File: src/rtl/mem_port_arbiter.sv
// Arbiter sharing one single-port, variable-latency memory between the
// IF stage (fetch) and the MEM stage (load/store), with pipeline stalls.
//
// Ports:
//   clk, rst                       clock, synchronous active-high reset
//   if_req, if_addr                fetch request and PC
//   if_rdata, if_done, if_stall    fetched word, done pulse, IF hold
//   flush                          branch taken: kills the pending fetch
//   data_rd, data_wr, data_addr,
//   data_wdata                     MEM stage load/store request
//   data_rdata, data_done,
//   data_stall                     load data, done pulse, pipeline freeze
//   mem_en, mem_we, mem_addr,
//   mem_wdata                      registered memory request
//   mem_rdata, mem_ready           memory read data and completion
module mem_port_arbiter #(
  parameter int ADDR_W = 32,
  parameter int DATA_W = 32
) (
  input  logic              clk,
  input  logic              rst,
  input  logic              if_req,
  input  logic [ADDR_W-1:0] if_addr,
  output logic [DATA_W-1:0] if_rdata,
  output logic              if_done,
  output logic              if_stall,
  input  logic              flush,
  input  logic              data_rd,
  input  logic              data_wr,
  input  logic [ADDR_W-1:0] data_addr,
  input  logic [DATA_W-1:0] data_wdata,
  output logic [DATA_W-1:0] data_rdata,
  output logic              data_done,
  output logic              data_stall,
  output logic              mem_en,
  output logic              mem_we,
  output logic [ADDR_W-1:0] mem_addr,
  output logic [DATA_W-1:0] mem_wdata,
  input  logic [DATA_W-1:0] mem_rdata,
  input  logic              mem_ready
);

  typedef enum logic [2:0] {
    IDLE,
    DATA,
    D_RESP,
    FETCH,
    F_DROP,
    F_RESP
  } state_t;

  state_t state;
  logic   if_done_q;
  logic   data_req;

  assign data_req = data_rd | data_wr;

  // A flush landing on the response cycle still suppresses the pulse.
  assign if_done = if_done_q & ~flush;

  assign data_stall = data_req & ~data_done;

  assign if_stall = (if_req & ~if_done) | data_req
                  | (state == DATA);

  always_ff @(posedge clk) begin
    if (rst) begin
      state      <= IDLE;
      mem_en     <= 1'b0;
      mem_we     <= 1'b0;
      mem_addr   <= '0;
      mem_wdata  <= '0;
      if_rdata   <= '0;
      data_rdata <= '0;
      if_done_q  <= 1'b0;
      data_done  <= 1'b0;
    end else begin
      if_done_q <= 1'b0;
      data_done <= 1'b0;
      case (state)
        IDLE: begin
          // Data first: it belongs to the older instruction.
          if (data_req) begin
            mem_addr  <= data_addr;
            mem_wdata <= data_wdata;
            mem_we    <= data_wr;
            mem_en    <= 1'b1;
            state     <= DATA;
          end else if (if_req && !flush) begin
            mem_addr <= if_addr;
            mem_we   <= 1'b0;
            mem_en   <= 1'b1;
            state    <= FETCH;
          end
        end
        DATA: begin
          if (mem_ready) begin
            mem_en    <= 1'b0;
            mem_we    <= 1'b0;
            if (!mem_we) data_rdata <= mem_rdata;
            data_done <= 1'b1;
            state     <= D_RESP;
          end
        end
        // Request is still asserted here; never reissue it.
        D_RESP: state <= IDLE;
        FETCH: begin
          if (mem_ready) begin
            mem_en <= 1'b0;
            if (flush) begin
              state <= IDLE;
            end else begin
              if_rdata  <= mem_rdata;
              if_done_q <= 1'b1;
              state     <= F_RESP;
            end
          end else if (flush) begin
            state <= F_DROP;
          end
        end
        // Memory cannot abort: finish the access, throw the data away.
        F_DROP: begin
          if (mem_ready) begin
            mem_en <= 1'b0;
            state  <= IDLE;
          end
        end
        F_RESP:  state <= IDLE;
        default: state <= IDLE;
      endcase
    end
  end

endmodule

File: config.mk
export PLATFORM = sky130hd
export DESIGN_NAME = mem_port_arbiter
export DESIGN_NICKNAME = d
export VERILOG_FILES = /design/src/rtl/mem_port_arbiter.sv
export SDC_FILE = /design/constraint.sdc
export NUM_CORES = 1
export LEC_CHECK = 0
export BUFFER_PORTS_ARGS = -buffer_cell sky130_fd_sc_hd__buf_4
export CORE_ASPECT_RATIO = 1.4
export CORE_UTILIZATION = 49
export DETAILED_ROUTE_END_ITERATION = 16
export MAX_ROUTING_LAYER = met4
export PLACE_DENSITY = 0.85
export SLEW_MARGIN = 20
export SYNTH_ARGS = -nofsm -noshare
export SYNTH_HDL_FRONTEND = slang
export SYNTH_SLANG_ARGS = --single-unit
File: constraint.sdc
create_clock -name clk -period 3.1 [get_ports clk]
set_input_delay 0.31 -clock clk [delete_from_list [all_inputs] [get_ports clk]]
set_output_delay 0.31 -clock clk [all_outputs]
set_load 0.02 [all_outputs]
==> flow_summary.ini, run 1 <==
[synthesis]
syn-num-nets = 782
ys_warn_count = 0
yosysTopAreaCell = dfxtp_1
synthTopCellsByArea = dfxtp_1 52%, nand2_1 16%, a21oi_1 9.5%
netlist_area_um2 = 5240
ys_seq_area_frac = 0.515
synth_seq_cells = 135
synth_top_area_frac = 0.515
synth_cell_types = 33
netlist_instances = 647
syn_area_per_cell_um2 = 8.10

[finish]
area.growth.synth_to_final_pct = 50.5
final_cell_mix = 277 x buf_4, 225 x nand2_1, 135 x dfxtp_1, 100 x a21oi_1, 39 x nor2_1
drive_gt1_frac = 0.376
nets = 1024
layout_commonest_cell = buf_4
antennaDiodeCount = 0

[floorplanning]
die_h_um = 124
coreArea_um2 = 10400
dieArea_um2 = 11100
initial_core_util = 0.504
die_w_um = 89.4
rows = 44
boundaryPins = 269

[critical_path]
critPathArrivalTime_ns = 2.07
path_max_fanout = 33
crit_path_end_kind = register
slowest_delay_ns = 0.55
critPathKind = register to register
cp-start-kind = register
critPathTopFamily = simple AND/OR/NAND/NOR gates
crit_required_ns = 3.35
path_buf_inv = 0
crit_path_cell_trace = and2b_1 -> nand3_2 -> nand2_1 -> a21oi_1
slowest_stage = nand3_2

[pwr]
p_sw_frac = 0.282
pwr-share-seq = 0.383
power.internal_uw = 3680
p_leak_uw = 0.00339
pwr-share-comb = 0.198
ir_worst_vdd_uv = 390
p_clk_frac = 0.419
p_sw_uw = 1440
p_per_area_nw_per_um2 = 649

[timing]
worst_slew_pin_slew_ns = 0.824
slew_violations = 0
fin_ws_ns = 1.28
finalHoldViolCount = 0
max_freq_mhz = 549
period_share = 0.587
tns_ns = 0
finalSetupViolations = 0
min_period_ns = 1.82
holdWs_ns = 0.150
skew_ns = 0.00793
slew_headroom = 0.451
rsz0062_at_grt = no

[cts]
clock_sinks = 135
cts_tree = done
post_cts_buffers = 0
numCtsBuffers = 17
cts.path.max_buffers = 2
path_clk_slew_ns = 0.06
insertion_delay_ns = 0.41
clock-root-buffer = clkbuf_16
h-tree-depth = 4
post_cts_resized = 0
ctsHoldBuffers = 0

[run_status]
run_status = completed

[worst_hold_path]
hold_class = input pin to register

[routing]
ant_nets = 0
route.detailed.wl_per_inst_um = 15.4
viasPerCell = 5.33
first_pass_iters = 5
vias = 5539
drt_iter0_drc = 286
drt_wl_total_um = 16000
drc = 0

[place]
portBuffers = 268
gp_congestion = 0.811
hpwl_um = 10900
pre_cts_slack_ns = 1.35

[grt]
grt_max_degree = 70
grt.total_usage = 0.293
grt_pass1_wl_um = 24700
grt_pass1_vias = 5336
antenna_found_initial = 0
grt_overflow_total = 0

[run]
maxCapViolations = 0
-- routing by layer --
metal	vias up	global-route usage	share of wire
met5	-	-	0
met4	0	0.140	0.035
met3	48	0.0742	0.072
met2	253	0.505	0.52
met1	2589	0.303	0.37
li1	2649	-	-
-- kinds of logic after synthesis --
family | share of synthesized area
multiplexers | 0.00215
buffers and inverters | 0.0534
XOR/XNOR | 0.00167
AND/OR/NAND/NOR | 0.214
flip-flops | 0.515
AO/OA/AOI/OAI | 0.211
adder cells (fa/ha/maj) | 0.00191
-- flip-flops by register name, indices dropped and copies added, names as in the netlist --
register	flops
mem_en	1
mem_we	1
if_rdata	32
data_rdata	32
state	3
mem_addr	32
mem_wdata	32
data_done	1
if_done_q	1
-- stage by stage --
stage / instances / power [µW] / utilization / instance area, µm²
after floorplan: 647 / 2570 / - / 5240
after global placement: 1008 / 2970 / 0.697 / 7250
after detailed placement: 1008 / 3010 / 0.697 / 7250
after CTS: 1040 / 5150 / 0.759 / 7890
after global routing: 1040 / 5330 / 0.759 / 7890
final: 1040 / 5120 / 0.759 / 7890
-- power by group through the flow --
stage	Clock, µW	Sequential, µW	Combinational [µW]
2_1_floorplan	0	2150	415
3_3_place_gp	0	1990	983
3_5_place_dp	0	2000	1010
4_1_cts	2180	1960	1020
5_1_grt	2250	1980	1090
6_report	2150	1960	1020
-- worst paths after layout --
check / slack [ns] / to / cells after the start / startpoint
worst max-delay path: 1.28 / if_rdata[28]$_SDFFE_PP0P_ / 4 / state[1]$_SDFFE_PP0P_
worst min-delay path: 0.15 / mem_wdata[11]$_SDFFE_PP0P_ / 3 / data_wdata[11]
worst max register to register: 1.28 / if_rdata[28]$_SDFFE_PP0P_ / 4 / state[1]$_SDFFE_PP0P_
worst min register to register: 0.45 / mem_wdata[31]$_SDFFE_PP0P_ / 2 / mem_wdata[31]$_SDFFE_PP0P_
-- layout make-up --
type                    instances  area, µm²
inverters                       2       7.51
repair buffers                278       2100
flip-flops and latches        135       2700
well taps                     138        173
fillers                       740       2510
clock inverters                15        216
multi-input cells             455       2270
clock buffers                  17        425
-- cells in the mapped netlist, drive strengths merged --
cell type / count
o211ai: 1
nand2: 225
a21oi: 100
and3: 1
nor2: 41
nand3b: 1
clkbuf: 25
o31a: 1
or2: 1
a2111oi: 1
maj3: 1
dfxtp: 135
inv: 2
a31oi: 1
buf: 30
a311oi: 32
nor3: 3
nor2b: 4
xor2: 1
mux2: 1
nand4bb: 1
nor3b: 1
and2b: 2
o21ai: 34
nand3: 2
-- worst reg2reg max path, stage by stage, from the launching register on --
cell and delay, ns:
dfxtp_1 0.48, and2b_1 0.25, nand3_2 0.55, nand2_1 0.29, a21oi_1 0.10
Power figures use the tool's default switching activity.
==> run 2, diff against run 1 <==
CORE_UTILIZATION = 41   (was 49)
PLACE_DENSITY = 0.76   (was 0.85)
clock period = 1.5 ns   (was 3.1 ns; I/O delays follow)
==> flow_summary.ini, run 2 (same netlist as run 1, synthesis figures left out) <==
[critical_path]
cp-start-kind = register
path_max_fanout = 16
critPathArrivalTime_ns = 1.84
slowest_stage = dfxtp_4
critPathKind = register to register
crit_required_ns = 1.85
crit_path_end_kind = register
crit_path_cell_trace = nor3_4 -> buf_6 -> nor2b_4 -> clkbuf_16 -> nand2_1 -> a21oi_1
slowest_delay_ns = 0.36

[finish]
fill_cells = 926
layout_commonest_cell = buf_4
fin_util = 0.716
final_cell_mix = 279 x buf_4, 224 x nand2_1, 132 x dfxtp_1, 97 x a21oi_1, 66 x dlygate4sd3_1
fin_area_um2 = 8860
area.growth.synth_to_final_pct = 69.0
nets = 1105
drive_gt1_frac = 0.368

[timing]
min_period_ns = 1.49
holdWs_ns = 0.0103
slew_violations = 0
period_share = 0.993
skew_ns = 0.0149
slew_headroom = 0.767
worst_slew_pin_slew_ns = 0.350
finalHoldViolCount = 0
rsz0062_at_grt = yes
tns_ns = 0
max_freq_mhz = 671
finalSetupViolations = 0

[routing]
first_pass_iters = 5
drc = 0
ant_nets = 0
drt_iter0_drc = 225
drt_wl_total_um = 18200
viasPerCell = 5.13
vias = 5820
route.detailed.wl_per_inst_um = 16.0

[grt]
grt_max_degree = 66
grt_overflow_total = 0
grt_pass1_wl_um = 26700
grt.total_usage = 0.261
grt_pass1_vias = 5576
antenna_found_initial = 0

[cts]
clock-root-buffer = clkbuf_16
h-tree-depth = 4
insertion_delay_ns = 0.42
numCtsBuffers = 17
cts_tree = done
clock_sinks = 135
path_clk_slew_ns = 0.07
cts.path.max_buffers = 2

[pwr]
power_uw = 10700
ir_worst_vdd_uv = 683
p_leak_uw = 0.00379
p_per_area_nw_per_um2 = 1210

[floorplanning]
rows = 48
coreArea_um2 = 12400
die_w_um = 97.6
dieArea_um2 = 13300
boundaryPins = 269
initial_core_util = 0.424
die_h_um = 136

[run_status]
run_status = completed

[place]
hpwl_um = 10900
placed_area_um2 = 7450
gp_congestion = 0.843
portBuffers = 268

[worst_hold_path]
hold_class = input pin to register

[run]
maxCapViolations = 0
## run 2: cell types whose count changed in the layout (fill, tap and decap cells not counted), sizes merged
cell         before  now
diode             0    2
clkbuf           17   22
buf             278  290
clkinvlp          2    5
clkinv            3    4
dlygate4sd3       0   66
bufinv            4    2
inv               8    4
## run 2: routing by layer
| layer | track usage | vias up | wire length [µm] |
|---|---|---|---|
| met2 | 0.467 | 267 | 9840 |
| li1 | - | 2810 | - |
| met3 | 0.0488 | 56 | 949 |
| met5 | - | - | 0 |
| met4 | 0.146 | 0 | 736 |
| met1 | 0.268 | 2687 | 6630 |
## run 2: critical path, delay by kind of cell, from the launching register on
| family | cells | cell delay (ns) |
|---|---|---|
| AND/OR/NAND/NOR | 3 | 0.56 |
| AO/OA/AOI/OAI | 1 | 0.13 |
| flip-flops | 1 | 0.36 |
| buffers and inverters | 2 | 0.37 |
## run 2: through the flow
stage	instances	setup slack (ns)
6_report	1135	0.0102
5_1_grt	1133	-0.0740
3_3_place_gp	1029	0.132
4_1_cts	1128	0.00162
3_5_place_dp	1029	0.0946
2_1_floorplan	647	0.147
## run 2: power by group
| group | total [µW] | internal [µW] | switching, µW |
|---|---|---|---|
| logic | 2480 | 1180 | 1300 |
| clock network | 4200 | 2550 | 1650 |
| registers | 4050 | 3880 | 169 |
## run 2: layout make-up
class,instances,area [µm²],share of cell area
diodes,2,5.00,0.000565
repair buffers,359,3040,0.343
clock inverters,13,146,0.0165
clock buffers,19,453,0.0511
multi-input cells,455,2310,0.261
well taps,150,188,0.0212
flip-flops and latches,135,2710,0.306
inverters,2,7.51,0.000847
## run 2: what timing repair did
item / in CTS / in global routing
resized for setup: 4 / 11
setup endpoints to repair: 1 / 15
cloned: 0 / 3
endpoints found under the hold margin: 89 / 0
hold buffers: 66 / 0
pin swaps: 0 / 2
buffers inserted: 1 / 2
## run 2: final timing paths
check | from | to | slack, ns | depth (start not counted)
worst max-delay path | state[1]$_SDFFE_PP0P_ | mem_wdata[14]$_SDFFE_PP0P_ | 0.01 | 6
worst min-delay path | if_addr[6] | mem_addr[6]$_SDFFE_PP0P_ | 0.01 | 3
worst max register to register | state[1]$_SDFFE_PP0P_ | mem_wdata[14]$_SDFFE_PP0P_ | 0.01 | 6
worst min register to register | data_rdata[0]$_SDFFE_PP0P_ | data_rdata[0]$_SDFFE_PP0P_ | 0.45 | 2
==> run 3, diff against run 2 <==
CORE_UTILIZATION = 45   (was 41)
PLACE_DENSITY = 0.79   (was 0.76)
clock period = 1.6 ns   (was 1.5 ns; I/O delays follow)
==> flow_summary.ini, run 3 (same netlist as run 1, synthesis figures left out) <==
[finish]
final-seq-area_um2 = 2710
fill_cells = 768
multiInputGateArea_um2 = 2280
nets = 1088
drive_gt1_frac = 0.361
antennaDiodeCount = 0
instances_no_fill = 1109
layout_commonest_cell = buf_4
area.growth.synth_to_final_pct = 63.7
final_cell_mix = 275 x buf_4, 224 x nand2_1, 133 x dfxtp_1, 100 x a21oi_1, 57 x dlygate4sd3_1

[floorplanning]
die_w_um = 93.2
boundaryPins = 269
dieArea_um2 = 12100
initial_core_util = 0.462
die_h_um = 130
rows = 46
coreArea_um2 = 11300

[timing]
rsz0062_at_grt = no
tns_ns = 0
slew_headroom = 0.737
finalHoldViolCount = 0
min_period_ns = 1.51
slew_violations = 0
max_freq_mhz = 663
period_share = 0.942
finalSetupViolations = 0
skew_ns = 0.00724
holdWs_ns = 0.0137
worst_slew_pin_slew_ns = 0.394

[place]
numPlacedInstances = 1019
gp_congestion = 0.797
portBuffers = 268
hpwl_um = 11100

[grt]
antenna_found_initial = 0
grt_pass1_vias = 5777
grt_max_degree = 46
grt_pass1_wl_um = 26500
grt.total_usage = 0.287
grt_overflow_total = 0

[pwr]
ir_worst_vdd_uv = 680
p_leak_uw = 0.00368
p_per_area_nw_per_um2 = 1140

[critical_path]
critPathKind = register to register
cp-start-kind = register
path_max_fanout = 32
slowest_delay_ns = 0.46
critPathArrivalTime_ns = 1.83
crit_required_ns = 1.92
crit_path_cell_trace = nand4bb_1 -> or2_1 -> buf_6 -> nand2_1 -> a21oi_1
r2r_slack_ns = 0.09
crit_path_end_kind = register
slowest_stage = dfxtp_1

[cts]
h-tree-depth = 4
numCtsBuffers = 17
path_clk_slew_ns = 0.06
clock-root-buffer = clkbuf_16
cts.path.max_buffers = 2
clock_sinks = 135
insertion_delay_ns = 0.41
cts_tree = done

[run]
maxCapViolations = 0

[routing]
route.detailed.wl_per_inst_um = 15.8
viasPerCell = 5.22
drt_iter0_drc = 334
drc = 0
first_pass_iters = 5
drt_wl_total_um = 17500
vias = 5787
ant_nets = 0

[worst_hold_path]
hold_class = input pin to register

[run_status]
run_status = completed
==> run 3: cell types whose count changed in the layout (fill, tap and decap cells not counted), moves of 2 or more <==
cell | previous run | this run
clkinvlp_4 | 5 | 3
diode_2 | 2 | 0
a21oi_2 | 3 | 0
buf_12 | 10 | 8
clkbuf_16 | 20 | 18
clkinv_2 | 1 | 3
clkbuf_8 | 2 | 0
a21oi_1 | 97 | 100
dlygate4sd3_1 | 66 | 57
buf_4 | 279 | 275
==> run 3: through the flow <==
stage	utilization	total power [µW]	worst slack [ns]	cell area, µm²
finish	0.757	9800	0.0920	8580
global route	0.757	10200	0.0104	8580
CTS	0.753	9770	0.0446	8540
detailed placement	0.651	5890	0.0841	7380
global placement	0.651	5820	0.146	7380
floorplan	-	4980	0.247	5240
==> run 3: final cells by class <==
cell class | count | share of cell area
Timing Repair Buffer | 342 | 0.330
Multi-Input combinational cell | 455 | 0.266
Inverter | 2 | 0.000875
Clock buffer | 17 | 0.0496
Tap cell | 144 | 0.0210
Sequential cell | 135 | 0.315
Clock inverter | 14 | 0.0178
==> run 3: repair_timing <==
item                       CTS  global route
hold buffers                57             0
setup buffers                1             0
setup endpoints to repair    1            20
resized for setup            2             4
gates cloned                 0             1
hold endpoints to repair    72             0
==> run 3: worst max-delay path: cells and delay by family (launching register included) <==
kind	cells	cell delay, ns
flops	1	0.46
simple gates	3	0.49
compound gates	1	0.22
buf+inv	1	0.25
==> run 3: final timing paths <==
kind	start	to	cells after the start
worst min-delay path	mem_rdata[17]	data_rdata[17]$_SDFFE_PP0P_	3
worst min register to register	mem_wdata[14]$_SDFFE_PP0P_	mem_wdata[14]$_SDFFE_PP0P_	2
worst max register to register	state[1]$_SDFFE_PP0P_	data_rdata[11]$_SDFFE_PP0P_	5
worst max-delay path	state[1]$_SDFFE_PP0P_	data_rdata[11]$_SDFFE_PP0P_	5
==> run 3: metal layers <==
metal | GRT usage | vias to the layer above | routed length (µm)
li1 | - | 2775 | -
met1 | 0.290 | 2667 | 6290
met2 | 0.514 | 296 | 9380
met3 | 0.0752 | 49 | 1250
met4 | 0.135 | 0 | 569
met5 | - | - | 0
==> run 3: where the power goes <==
group	total [µW]	leakage, µW	switching [µW]	internal, µW
registers	3810	0.00111	168	3640
logic	2210	0.00230	1190	1020
clock network	3790	0.000277	1490	2300
total	9800	0.00368	2850	6950
